==> src/rtl/pcs_rx_sync.sv <==
// pcs_rx_sync: 1000BASE-X PCS receive code-group synchronization.
// Consumes one 10-bit code group per GTX_CLK edge. It tracks comma
// alignment and code-group validity through the synchronization state
// machine and reports code_sync_status. Each group is forwarded one cycle
// later, together with its even/odd position label.
module pcs_rx_sync #(
    parameter int GOOD_CGS_MAX = 3
) (
    input  logic       GTX_CLK,
    input  logic       mr_main_reset,
    input  logic       signal_detect,
    input  logic [9:0] rx_code_group,
    input  logic       cg_invalid,
    output logic [9:0] rx_code_group_out,
    output logic       rx_even,
    output logic       code_sync_status
);

    // State encoding. Codes 13..15 are unused and fall back to LOSS_OF_SYNC.
    localparam logic [3:0] ST_LOSS_OF_SYNC = 4'd0;
    localparam logic [3:0] ST_COMMA_DET_1  = 4'd1;
    localparam logic [3:0] ST_COMMA_DET_2  = 4'd2;
    localparam logic [3:0] ST_COMMA_DET_3  = 4'd3;
    localparam logic [3:0] ST_ACQ_SYNC_1   = 4'd4;
    localparam logic [3:0] ST_ACQ_SYNC_2   = 4'd5;
    localparam logic [3:0] ST_SYNC_ACQ_1   = 4'd6;
    localparam logic [3:0] ST_SYNC_ACQ_2   = 4'd7;
    localparam logic [3:0] ST_SYNC_ACQ_3   = 4'd8;
    localparam logic [3:0] ST_SYNC_ACQ_4   = 4'd9;
    localparam logic [3:0] ST_SYNC_ACQ_2A  = 4'd10;
    localparam logic [3:0] ST_SYNC_ACQ_3A  = 4'd11;
    localparam logic [3:0] ST_SYNC_ACQ_4A  = 4'd12;

    // Good-group run length that steps the machine back up one level.
    localparam logic [1:0] GOOD_MAX_C = 2'(GOOD_CGS_MAX);

    // Comma: the seven-bit prefix abcdeif of K28.1/K28.5/K28.7 in either disparity.
    function automatic logic f_is_comma(input logic [9:0] cg);
        logic res;
        res = (cg[9:3] == 7'b0011111) || (cg[9:3] == 7'b1100000);
        return res;
    endfunction

    // Control code decode: K28.0..K28.7 and K23/27/29/30.7, both disparities.
    function automatic logic f_is_kcode(input logic [9:0] cg);
        logic res;
        case (cg)
            10'b0011110100, 10'b1100001011,   // K28.0
            10'b0011111001, 10'b1100000110,   // K28.1
            10'b0011110101, 10'b1100001010,   // K28.2
            10'b0011110011, 10'b1100001100,   // K28.3
            10'b0011110010, 10'b1100001101,   // K28.4
            10'b0011111010, 10'b1100000101,   // K28.5
            10'b0011110110, 10'b1100001001,   // K28.6
            10'b0011111000, 10'b1100000111,   // K28.7
            10'b1110101000, 10'b0001010111,   // K23.7
            10'b1101101000, 10'b0010010111,   // K27.7
            10'b1011101000, 10'b0100010111,   // K29.7
            10'b0111101000, 10'b1000010111:   // K30.7
                res = 1'b1;
            default:
                res = 1'b0;
        endcase
        return res;
    endfunction

    // True for every SYNC_ACQUIRED_* state.
    function automatic logic f_is_synced(input logic [3:0] st);
        logic res;
        case (st)
            ST_SYNC_ACQ_1, ST_SYNC_ACQ_2, ST_SYNC_ACQ_3, ST_SYNC_ACQ_4,
            ST_SYNC_ACQ_2A, ST_SYNC_ACQ_3A, ST_SYNC_ACQ_4A:
                res = 1'b1;
            default:
                res = 1'b0;
        endcase
        return res;
    endfunction

    // True for the three COMMA_DETECT states, where the even label is forced.
    function automatic logic f_is_comma_det(input logic [3:0] st);
        logic res;
        case (st)
            ST_COMMA_DET_1, ST_COMMA_DET_2, ST_COMMA_DET_3:
                res = 1'b1;
            default:
                res = 1'b0;
        endcase
        return res;
    endfunction

    logic [3:0] r_state;
    logic [3:0] w_state_next;
    logic [1:0] r_good_cgs;
    logic [1:0] w_good_cgs_next;
    logic [9:0] r_cg_out;
    logic       r_even;
    logic       r_sync_status;
    logic       w_even_next;
    logic       w_sync_status_next;

    logic       w_comma;
    logic       w_is_k;
    logic       w_is_d;
    logic       w_cg_bad;
    logic       w_cg_good;
    logic       w_good_run_done;

    // Qualifiers on the code group consumed at this edge. A comma is bad when
    // the previous group was already labelled even.
    always_comb begin
        w_comma         = f_is_comma(rx_code_group);
        w_is_k          = f_is_kcode(rx_code_group);
        w_is_d          = !w_comma && !w_is_k;
        w_cg_bad        = cg_invalid || (w_comma && r_even);
        w_cg_good       = !w_cg_bad;
        w_good_run_done = (r_good_cgs == GOOD_MAX_C);
    end

    // State register.
    always_ff @(posedge GTX_CLK or negedge mr_main_reset) begin
        if (!mr_main_reset) begin
            r_state <= ST_LOSS_OF_SYNC;
        end else begin
            r_state <= w_state_next;
        end
    end

    // Next-state logic. Loss of signal overrides every other transition.
    always_comb begin
        w_state_next = ST_LOSS_OF_SYNC;
        if (!signal_detect) begin
            w_state_next = ST_LOSS_OF_SYNC;
        end else begin
            case (r_state)
                ST_LOSS_OF_SYNC: begin
                    if (w_comma && !cg_invalid) begin
                        w_state_next = ST_COMMA_DET_1;
                    end else begin
                        w_state_next = ST_LOSS_OF_SYNC;
                    end
                end
                ST_COMMA_DET_1: begin
                    if (w_is_d && !cg_invalid) begin
                        w_state_next = ST_ACQ_SYNC_1;
                    end else begin
                        w_state_next = ST_LOSS_OF_SYNC;
                    end
                end
                ST_COMMA_DET_2: begin
                    if (w_is_d && !cg_invalid) begin
                        w_state_next = ST_ACQ_SYNC_2;
                    end else begin
                        w_state_next = ST_LOSS_OF_SYNC;
                    end
                end
                ST_COMMA_DET_3: begin
                    if (w_is_d && !cg_invalid) begin
                        w_state_next = ST_SYNC_ACQ_1;
                    end else begin
                        w_state_next = ST_LOSS_OF_SYNC;
                    end
                end
                ST_ACQ_SYNC_1: begin
                    if (w_cg_bad) begin
                        w_state_next = ST_LOSS_OF_SYNC;
                    end else if (w_comma && !r_even && !cg_invalid) begin
                        w_state_next = ST_COMMA_DET_2;
                    end else begin
                        w_state_next = ST_ACQ_SYNC_1;
                    end
                end
                ST_ACQ_SYNC_2: begin
                    if (w_cg_bad) begin
                        w_state_next = ST_LOSS_OF_SYNC;
                    end else if (w_comma && !r_even && !cg_invalid) begin
                        w_state_next = ST_COMMA_DET_3;
                    end else begin
                        w_state_next = ST_ACQ_SYNC_2;
                    end
                end
                ST_SYNC_ACQ_1: begin
                    if (w_cg_bad) begin
                        w_state_next = ST_SYNC_ACQ_2;
                    end else begin
                        w_state_next = ST_SYNC_ACQ_1;
                    end
                end
                ST_SYNC_ACQ_2: begin
                    if (w_cg_good) begin
                        w_state_next = ST_SYNC_ACQ_2A;
                    end else begin
                        w_state_next = ST_SYNC_ACQ_3;
                    end
                end
                ST_SYNC_ACQ_3: begin
                    if (w_cg_good) begin
                        w_state_next = ST_SYNC_ACQ_3A;
                    end else begin
                        w_state_next = ST_SYNC_ACQ_4;
                    end
                end
                ST_SYNC_ACQ_4: begin
                    if (w_cg_good) begin
                        w_state_next = ST_SYNC_ACQ_4A;
                    end else begin
                        w_state_next = ST_LOSS_OF_SYNC;
                    end
                end
                ST_SYNC_ACQ_2A: begin
                    if (w_cg_bad) begin
                        w_state_next = ST_SYNC_ACQ_3;
                    end else if (w_good_run_done) begin
                        w_state_next = ST_SYNC_ACQ_1;
                    end else begin
                        w_state_next = ST_SYNC_ACQ_2A;
                    end
                end
                ST_SYNC_ACQ_3A: begin
                    if (w_cg_bad) begin
                        w_state_next = ST_SYNC_ACQ_4;
                    end else if (w_good_run_done) begin
                        w_state_next = ST_SYNC_ACQ_2;
                    end else begin
                        w_state_next = ST_SYNC_ACQ_3A;
                    end
                end
                ST_SYNC_ACQ_4A: begin
                    if (w_cg_bad) begin
                        w_state_next = ST_LOSS_OF_SYNC;
                    end else if (w_good_run_done) begin
                        w_state_next = ST_SYNC_ACQ_3;
                    end else begin
                        w_state_next = ST_SYNC_ACQ_4A;
                    end
                end
                default: begin
                    w_state_next = ST_LOSS_OF_SYNC;
                end
            endcase
        end
    end

    // Output-side next values, all derived from the state being entered.
    // The good-group counter clears on entry to SYNC_ACQUIRED_2/3/4 and
    // increments on every entry or re-entry of the matching "A" state.
    always_comb begin
        w_good_cgs_next    = 2'd0;
        w_even_next        = 1'b0;
        w_sync_status_next = 1'b0;
        case (w_state_next)
            ST_SYNC_ACQ_2A, ST_SYNC_ACQ_3A, ST_SYNC_ACQ_4A:
                w_good_cgs_next = r_good_cgs + 2'd1;
            default:
                w_good_cgs_next = 2'd0;
        endcase
        if (f_is_comma_det(w_state_next)) begin
            w_even_next = 1'b1;
        end else begin
            w_even_next = ~r_even;
        end
        w_sync_status_next = f_is_synced(w_state_next);
    end

    // Registered outputs and the good-group counter.
    always_ff @(posedge GTX_CLK or negedge mr_main_reset) begin
        if (!mr_main_reset) begin
            r_cg_out      <= 10'd0;
            r_even        <= 1'b0;
            r_sync_status <= 1'b0;
            r_good_cgs    <= 2'd0;
        end else begin
            r_cg_out      <= rx_code_group;
            r_even        <= w_even_next;
            r_sync_status <= w_sync_status_next;
            r_good_cgs    <= w_good_cgs_next;
        end
    end

    assign rx_code_group_out = r_cg_out;
    assign rx_even           = r_even;
    assign code_sync_status  = r_sync_status;

endmodule
==> config.mk <==
export PLATFORM = sky130hd
export DESIGN_NAME = pcs_rx_sync
export DESIGN_NICKNAME = d
export VERILOG_FILES = /design/src/rtl/pcs_rx_sync.sv
export SDC_FILE = /design/constraint.sdc
export NUM_CORES = 1
export LEC_CHECK = 0
export CORE_AREA = 2 2 51 53
export DETAILED_ROUTE_END_ITERATION = 12
export DIE_AREA = 0 0 53 55
export GPL_ROUTABILITY_DRIVEN = 0
export PLACE_DENSITY = 0.86
export SLEW_MARGIN = 20
export SYNTH_ARGS = -nofsm -noshare
export SYNTH_HDL_FRONTEND = slang
export SYNTH_SLANG_ARGS = --single-unit
==> constraint.sdc <==
create_clock -name GTX_CLK -period 2.05 [get_ports GTX_CLK]
set_clock_uncertainty 0.05 [all_clocks]
set_input_delay 0.41 -clock GTX_CLK [delete_from_list [all_inputs] [get_ports GTX_CLK]]
set_output_delay 0.41 -clock GTX_CLK [all_outputs]
set_load 0.03 [all_outputs]
Word-level counts from Yosys, hierarchy flattened
Cells that the tools add are included.
{ "op_classes": {"addsub": 1, "eq_ne": 49, "n_mux": 25, "reduce_logical": 17, "n_bitwise": 1} }
{ "op_table": {"columns": ["cell", "n"], "rows": [
  ["$eq A10 B10 Y1 const B", 12],
  ["$eq A10 B8 Y1 const B", 9],
  ["$pmux W4 S13", 1],
  ["$eq A4 B4 Y1 const B", 10],
  ["$mux W4", 7],
  ["$eq A4 B3 Y1 const B", 6],
  ["$mux W3", 8],
  ["$reduce_or A24 Y1", 1],
  ["$eq A10 B9 Y1 const B", 2],
  ["$eq A4 B2 Y1 const B", 4],
  ["$eq A10 B7 Y1 const B", 1],
  ["$eq A4 B1 Y1 const B", 2],
  ["$eq A7 B5 Y1 const B", 1],
  ["$eq A7 B7 Y1 const B", 1],
  ["$reduce_or A7 Y1", 1],
  ["$logic_and A1 B1 Y1", 6],
  ["$mux W1", 6],
  ["$mux W2", 3],
  ["$reduce_or A3 Y1", 2],
  ["$logic_not A1 Y1", 4],
  ["$logic_not A4 Y1", 1],
  ["$add A2 B1 Y2 const B", 1],
  ["$eq A2 B2 Y1 const B", 1],
  ["$logic_or A1 B1 Y1", 2],
  ["$not A1 Y1", 1]
]} }
{ "word_totals": {"in_bits": 14, "out_inout_bits": 12, "word_cells": 98, "reg_bits": 18} }

Longest topological paths before layout
Gate-level depths: netlist of run 1.
{ "logic_depth": {"ltp_word": 13, "ltp_mapped": 9, "ltp_nobuf": 8} }

Worst setup path before layout of run 1
No wires, ideal clock.
{ "synth_path": {"kind": "input to register", "startpoint": "input port rx_code_group[5]", "endpoint": "register r_even, in the netlist rx_even", "n_path_buf": 0, "t_required_ns": 1.871, "setup_time_ns": 0.129, "stages": 7, "slack_ns": -0.159, "t_arrival_ns": 2.030, "path_cell_list": "or4_4 > or3_4 > nand2_2 > a211oi_2 > and2_4 > a2111oi_2 > nor2_1"} }
{ "synth_via": {"elab_chain_len": 13, "word_cells_on_any_way": 61, "classes_between": "eq/ne (29); mux (20); reduce/logical (12)"} }
{ "synth_rtl": {"columns": ["element", "line", "source"], "rows": [
  ["start, declared", "12", "input logic [9:0] rx_code_group,"],
  ["$eq A10 B8 Y1, or another cell as far along", "47", "case (cg)"],
  ["$reduce_or A24 Y1", "47", null],
  ["$mux W1", "47", null],
  ["$logic_not A1 Y1", "114", "w_is_d = !w_comma && !w_is_k;"],
  ["$logic_and A1 B1 Y1", "114", null],
  ["$logic_and A1 B1 Y1", "144, 151, 158", null],
  ["$mux W3, on equally long branches", "151, 144, 158", null],
  ["$pmux W4 S13 (*)", "135", "case (r_state)"],
  ["$mux W4 (*)", "132", "if (!signal_detect) begin"],
  ["$eq A4 B1 Y1 or $eq A4 B2 Y1 (tied branches)", "83", "case (st)"],
  ["$reduce_or A3 Y1 (*)", "83", null],
  ["$mux W1 (*)", "83", null],
  ["$mux W1 (*)", "257", "if (f_is_comma_det(w_state_next)) begin"],
  ["net w_even_next", "99", "logic w_even_next;"],
  ["end signal, assigned", "274", "r_even <= w_even_next;"],
  ["end, declared", "97", "logic r_even;"]
]} }
The timed path passes the listed nets; every way through them passes the cells marked *.

Worst setup path in the final report of run 1
{ "layout_path": {"startpoint": "input port rx_code_group[7]", "endpoint": "register r_good_cgs[0]"} }
{ "layout_via": {"elab_chain_len": 12, "word_cells_on_any_way": 60, "classes_between": "eq/ne (29); mux (19); reduce/logical (12)"} }
{ "layout_rtl": {"columns": ["element", "line", "source"], "rows": [
  ["$eq A10 B8 Y1, or another cell as far along", "47", null],
  ["$reduce_or A24 Y1", "47", null],
  ["$mux W1", "47", null],
  ["$logic_not A1 Y1", "114", null],
  ["$logic_and A1 B1 Y1", "114", null],
  ["$logic_and A1 B1 Y1", "144, 151, 158", null],
  ["$mux W3, on equally long branches", "151, 144, 158", null],
  ["$pmux W4 S13 (*)", "135", null],
  ["$mux W4 (*)", "132", null],
  ["$eq A4 B4 Y1", "251", "case (w_state_next)"],
  ["$reduce_or A3 Y1 (*)", "251", null],
  ["$mux W2 (*)", "251", null],
  ["net w_good_cgs_next[0]", "95", "logic [1:0] w_good_cgs_next;"],
  ["end signal, assigned", "276", "r_good_cgs <= w_good_cgs_next;"],
  ["end, declared", "94", "logic [1:0] r_good_cgs;"]
]} }
Marks and branches as above.

==> impl_results.md, run 1 <==
* Status: complete, but fails checks
* Violated checks: setup timing
* Most instantiated cells after synthesis: 18 x dfrtp_1, 13 x nand2_1, 12 x nor2_1
* Post-layout net count at 181
* Fmax at 0.4782 GHz
* Drt pass-1 iters at 5
* Tot GR Track Use at 22.83%
* Hold path depth at 1
* Pin count of the biggest net entering global routing at 19
* Row count at 18
* Core area at between 2000 and 2500 µm²
* Syn Nets at 135
* Finished layout cell area at between 1500 and 2000 µm²
* Yosys cell types at 50
* Antenna-violating nets left at 0
* Most area-consuming cells after synthesis: dfrtp_1 41%, nand2_1 4.4%, a21oi_1 4.1%
* Port bufs at 25
* Critical path peak fanout at 4
* Mapped Area at 1106 µm²
* Post-synthesis compound-gate area fraction at 25.79%
* Hold Buf Count CTS at 0
* P_leak at 0.0007130 µW
* DRC viols at 0
* Fill cells at ~190
* RR Endpoint: code_sync_status$_DFF_PN0_
* I/O pin total at 26
* R2R Setup Slk at approximately 0.20 ns
* CP Launch Type: primary input
* Mux cell area share after synthesis at 0%
* RSZ-0062 raised after global routing: yes
* DIE AREA at ~3000 µm²
* TritonCTS Buffers at 3
* # diodes at 0
* # H-tree levels at 1
* Largest family of logic cells by synthesized area: simple AND/OR/NAND/NOR gates
* Max IR drop VDD at 0.0004370 V
* Share of flip-flops with an asynchronous set or reset at 100.0%
* Max_cap viols at 0
* Critical Path Sink Type: flop
* Post-DP HPWL at around 2300 µm
* Sequential share of the synthesized area at 40.72%
* Clock sinks at 18
* Slew @ Worst Pin at 0.4341 ns
* Final setup fails at 3
* Slew Limit Headroom at 70.75%
* Syn. warnings at 0
* Cell taking the most area after synthesis: dfrtp_1
* Power Density at 468.4 nW/µm²
* Hold EP: rx_code_group_out[4]$_DFF_PN0_
* Number of global-route vias before repair at 1084
* Adder-cell area share of the yosys netlist at 1.131%
* First-pass GRT wire length at 4747 µm
* Initial core utilization at 46.77%
* Final period util at 102.0%
* Crit Path Category: primary input to flop
* Clk_lat worst skew at 0.30 ns
* CTS Root Cell: clkbuf_4
* Post-synthesis register bit count at 18
* Top-count cell post-synth: dfrtp_1
* Initial antenna violation count at 0
* Wire per inst at between 15 and 20 µm
* Syn-to-layout area delta at 48.08%
* Via density at 5.692
* Hold Crit Start: rx_code_group[4]
* Final setup margin at -0.04107 ns
* Simple-gate share of the synthesized area at 27.71%
* Worst-case reg-to-reg path depth at 6
* Final Hold Vio Count at 0
* Vias after detailed routing at 1110
* WL final at 3072 µm
* Clock transition at path regs at approximately 0.10 ns
* DIE WIDTH at 53 µm
* Initial DRC Count at 26
* Crit path time final at around 2.1 ns
* Number of enable flip-flop cells after synthesis at 0
* TritonCTS clock tree: done
* Die Y at about 55 µm
* Share of layout cells above drive strength 1 at 32.73%
* CP required at 2.20 ns
* Fin. max-slew vios at 0
* Placed Area at 1531 µm²
* Total grt overflow at 0
* WP data arrival at 2.24 ns
* Yosys top cell area share at around two fifths
* TNS Setup at -0.06607 ns
* Max Buffers Root-to-Sink at 2
* Ys flop type: dfrtp_1
* Worst hold path class: primary input to flop
* Cell count after synthesis at 120
* RR Startpoint: r_state[3]$_DFF_PN0_
* Synth Area in XOR/XNOR at 1.584%
* Syn avg cell area at 9.217 µm²
[worst max-delay path, stage by stage]
cell	delay [ns]
buf_6	0.09
or4_4	0.54
or3_4	0.40
a31oi_4	0.20
o32ai_2	0.11
a31oi_2	0.22
nor2b_4	0.20
nor3_2	0.05
[cell families after synthesis]
family	Yosys count
XOR/XNOR	2
AO/OA/AOI/OAI	36
AND/OR/NAND/NOR	54
flip-flops	18
adder cells (fa/ha/maj)	1
buffers and inverters	9
[registers in the layout, summed over array words and instances, names as in the netlist]
signal / flops
r_good_cgs: 2
rx_code_group_out: 10
r_state: 4
rx_even: 1
code_sync_status: 1
[worst max-delay path by stage]
stage	from	endpoint	slack (ns)	depth (start not counted)
after floorplan	rx_code_group[5]	r_good_cgs[1]$_DFF_PN0_	-0.15	7
after global placement	rx_code_group[5]	rx_even$_DFF_PN0_	-0.65	8
after detailed placement	rx_code_group[5]	r_good_cgs[1]$_DFF_PN0_	-0.72	8
after CTS	rx_code_group[7]	r_good_cgs[1]$_DFF_PN0_	-0.02	8
after global routing	rx_code_group[7]	r_good_cgs[1]$_DFF_PN0_	-0.09	10
final	rx_code_group[7]	r_good_cgs[0]$_DFF_PN0_	-0.04	8
[power breakdown]
group | switching (µW) | total [µW] | leakage (µW) | internal (µW)
sequential | 3.91 | 369 | 0.000224 | 365
combinational | 92.0 | 176 | 0.000468 | 84.4
clock | 113 | 221 | 0.0000210 | 108
[placed cells by master (no fill, tap or decap), types with 2 or more instances in the layout]
cell              n
o21ai_2           3
clkdlybuf4s50_1  16
nor2_2            2
nand2_1          11
a31oi_1           4
nand2b_1          2
xnor2_1           2
nand2_2           3
dfrtp_1          18
a2111oi_4         2
a21oi_1           9
and2b_1           2
nand3_1           4
dlygate4sd2_1     5
nor2_1           10
buf_4            19
buf_2             2
nand4_1           2
a21o_1            2
buf_6             3
inv_1             5
o21ai_0           3
clkbuf_4          3
[per-stage QoR]
stage	power [µW]	utilization, %	hold WS (ns)	std cells	setup WS, ns
after floorplan	445.6	-	0.06441	120	-0.1540
after global placement	538.0	64.76	0.3808	189	-0.6496
after detailed placement	542.9	64.76	0.3939	189	-0.7167
after CTS	768.1	67.30	0.2189	194	-0.01982
after global routing	804.3	69.26	0.2082	195	-0.08651
final	767.1	69.26	0.2223	195	-0.04107
[per-layer routing]
metal	wire, µm	vias to the layer above	global-route usage (%)
met3	137	9	4.570
met5	0	-	0
met4	52	0	9.829
met2	1693	37	45.83
met1	1188	532	22.65
li1	-	532	-
[repair_timing]
action                                  in CTS  in global routing
pin swaps                                   12                  5
gates resized for setup                     29                  8
setup buffers                                1                  1
endpoints found under the setup margin       8                  5
[layout make-up]
cell class	instances	area (µm²)	area share, %
clock buffer	4	36.28	2.215
tap	30	37.54	2.292
sequential	18	450.4	27.50
inverter	5	18.77	1.146
multi-input combinational	93	704.4	43.01
timing repair buffer	45	390.4	23.83
Note: power is estimated with default switching activity, not from simulation.
==> inputs of run 2 (changes only) <==
==> config.mk (replaced) <==
export PLATFORM = sky130hd
export DESIGN_NAME = pcs_rx_sync
export DESIGN_NICKNAME = d
export VERILOG_FILES = /design/src/rtl/pcs_rx_sync.sv
export SDC_FILE = /design/constraint.sdc
export NUM_CORES = 1
export LEC_CHECK = 0
export CORE_AREA = 4 4 53 55
export DETAILED_ROUTE_END_ITERATION = 12
export DIE_AREA = 0 0 57 59
export GPL_ROUTABILITY_DRIVEN = 0
export PLACE_DENSITY = 0.86
export SYNTH_ARGS = -nofsm -noshare
export SYNTH_HDL_FRONTEND = slang
export SYNTH_SLANG_ARGS = --single-unit
==> run 2 against run 1 <==
Effect of this change: the run still ends with setup timing left; sequential cell count is the same; hold slack gained 0.055 ns; register-to-register slack is essentially flat; via count is 4.6% higher; non-clock buffer count rose by 4; routed wire length up 6.4%; sequential power about the same; clock power barely moved; die area rose by 15%; final cell count is 2.1% higher; total power grew 0.32%; highest routed layer unchanged.
==> impl_results.md, run 2 (same netlist as run 1, synthesis figures left out) <==
* Status: complete, but fails checks (unchanged)
* Violated checks: setup timing (unchanged)
* Critical Path Sink Type: flop (unchanged)
* Gate power share at 23.3% (was 23.0%)
* Final setup fails at 5 (was 3)
* Power Density at 462.8 nW/µm² (was 468.4 nW/µm²)
* Most frequent cells in the layout: 23 x buf_4, 18 x dfrtp_1, 15 x clkdlybuf4s50_1 (was 19 x buf_4, 18 x dfrtp_1, 16 x clkdlybuf4s50_1)
* # H-tree levels at 1 (unchanged)
* Int Pwr at 559.2 µW (was 558.2 µW)
* Initial core utilization at 46.33% (was 46.77%)
* TritonCTS Buffers at 3 (unchanged)
* Critical path peak fanout at 3 (was 4)
* CP top delay family: simple AND/OR/NAND/NOR gates (unchanged)
* P_sw at 210.4 µW (was 208.9 µW)
* Fmax at 0.4776 GHz (was 0.4782 GHz)
* Final Hold Vio Count at 0 (unchanged)
* RR Endpoint: r_good_cgs[1]$_DFF_PN0_ (was code_sync_status$_DFF_PN0_)
* Clock sinks at 18 (unchanged)
* RSZ-0062 raised after global routing: yes (unchanged)
* Drt pass-1 iters at 4 (was 5)
* Hold Crit Start: rx_code_group[1] (was rx_code_group[4])
* Critical Path Stages at 9 (was 8)
* I/O pin total at 26 (unchanged)
* R2R Setup Slk at 0.21 ns (was 0.20 ns)
* Clock transition at path regs at 0.10 ns (about the same)
* First-pass GRT wire length at 5230 µm (was 4747 µm)
* Max FFs per register at 10 (unchanged)
* Worst-case reg-to-reg path depth at 7 (was 6)
* Hold path depth at 1 (unchanged)
* Number of global-route vias before repair at 1177 (was 1084)
* Wire per inst at 16.43 µm (was 15.75 µm)
* Flop pwr share at 47.9% (was 48.1%)
* WL final at 3269 µm (was 3072 µm)
* Sw Share at 27.34% (was 27.24%)
* CP Buf/Inv Count at 2 (was 1)
* DRC viols at 0 (unchanged)
* Slowest-stage cell, CP: or4_4 (unchanged)
* Max IR drop VDD at 0.0003348 V (was 0.0004370 V)
* Final period util at 102.1% (was 102.0%)
* WP data arrival at 2.24 ns (about the same)
* DIE AREA at 3363 µm² (was 2915 µm²)
* Tot GR Track Use at 20.72% (was 22.83%)
* Critical-path cell list: buf_6 -> or4_4 -> buf_6 -> o41a_1 -> nand2_2 -> o32ai_2 -> a31oi_2 -> nor2b_4 -> nor2_1 (was buf_6 -> or4_4 -> or3_4 -> a31oi_4 -> o32ai_2 -> a31oi_2 -> nor2b_4 -> nor3_2)
* Pin count of the biggest net entering global routing at 19 (unchanged)
* Post-layout net count at 185 (was 181)
* Post-DP HPWL at 2233 µm (was 2302 µm)
* TNS Setup at -0.1550 ns (was -0.06607 ns)
* Total grt overflow at 0 (unchanged)
* Share of layout cells above drive strength 1 at 33.14% (was 32.73%)
* Initial DRC Count at 14 (was 26)
* Slew Limit Headroom at 73.11% (was 70.75%)
* Commonest non-fill, non-tap cell in the layout: buf_4 (unchanged)
* Worst hold path class: primary input to flop (unchanged)
* Slew @ Worst Pin at 0.3992 ns (was 0.4341 ns)
* Die Y at 59 µm (was 55 µm)
* Final setup margin at -0.04399 ns (was -0.04107 ns)
* Core area at 2387 µm² (was 2365 µm²)
* Most common cell on crit path: buf_6
* Port bufs at 25 (unchanged)
* DIE WIDTH at 57 µm (was 53 µm)
* Clk_lat worst skew at 0.30 ns (about the same)
* Crit path from: rx_code_group[4] (was rx_code_group[7])
* Vias after detailed routing at 1161 (was 1110)
* Crit path time final at 2.094 ns (was 2.091 ns)
* CP required at 2.20 ns (about the same)
* Antenna-violating nets left at 0 (unchanged)
* Crit Path Category: primary input to flop (unchanged)
* Fin. max-slew vios at 0 (unchanged)
* Finished layout cell area at 1663 µm² (was 1638 µm²)
* Largest stage delay on the critical path at 0.54 ns (about the same)
* Worst setup path end: r_good_cgs[1]$_DFF_PN0_ (was r_good_cgs[0]$_DFF_PN0_)
* TritonCTS clock tree: done (unchanged)
* CP Launch Type: primary input (unchanged)
* Max_cap viols at 0 (unchanged)
* Row count at 18 (unchanged)
* Max Buffers Root-to-Sink at 2 (unchanged)
* # diodes at 0 (unchanged)
* Initial antenna violation count at 0 (unchanged)
* Clock power frac at 28.7% (was 28.9%)
* Syn-to-layout area delta at 50.34% (was 48.08%)
* P_leak at 0.0007382 µW (was 0.0007130 µW)
* Via density at 5.834 (was 5.692)
* CTS Root Cell: clkbuf_4 (unchanged)
* Placed Area at 1554 µm² (was 1531 µm²)
* RR Startpoint: rx_even$_DFF_PN0_ (was r_state[3]$_DFF_PN0_)
[run 2: final cells by class]
type | instances | area (µm²)
fill | 183 | 724.4
multi-input combinational | 93 | 691.9
sequential | 18 | 450.4
timing repair buffer | 49 | 427.9
tap | 30 | 37.54
clock buffer | 4 | 36.28
inverter | 5 | 18.77
[run 2: timing repair]
item,in CTS,in global routing
cloned,0,0
hold buffers,0,0
gates resized for setup,27,7
endpoints found under the setup margin,8,7
pin swaps,14,5
buffers inserted,3,0
[run 2: power groups by stage]
stage / sequential, µW / clock, µW / combinational [µW]
floorplan: 399 / 0 / 46.8
global placement: 376 / 0 / 165
detailed placement: 376 / 0 / 169
CTS: 369 / 227 / 174
global route: 370 / 241 / 190
finish: 369 / 221 / 180
[run 2: per-layer routing]
layer / global-route usage [%] / vias to the layer above / wire [µm]
met5: 0 / - / 0
met4: 14.90 / 0 / 146
met3: 3.268 / 15 / 212
met2: 37.03 / 56 / 1648
met1: 22.22 / 541 / 1262
li1: - / 549 / -
[run 2: how the worst min path moves through the flow]
stage / end / slack, ns
after floorplan: code_sync_status$_DFF_PN0_ / 0.06
after global placement: r_good_cgs[0]$_DFF_PN0_ / 0.38
after detailed placement: r_good_cgs[0]$_DFF_PN0_ / 0.39
after CTS: rx_code_group_out[6]$_DFF_PN0_ / 0.27
after global routing: rx_code_group_out[6]$_DFF_PN0_ / 0.27
final: rx_code_group_out[1]$_DFF_PN0_ / 0.28
[run 2: stage by stage]
step           util [%]  hold WS [ns]  total power [µW]  setup WS (ns)  std cells
5_1_grt           69.65        0.2710             801.2       -0.08835        199
3_3_place_gp      65.09        0.3803             541.0        -0.6462        192
3_5_place_dp      65.09        0.3889             544.6        -0.7001        192
2_1_floorplan         -       0.06441             445.6        -0.1540        120
4_1_cts           68.50        0.2747             769.6       -0.07748        199
6_report          69.65        0.2769             769.6       -0.04399        199
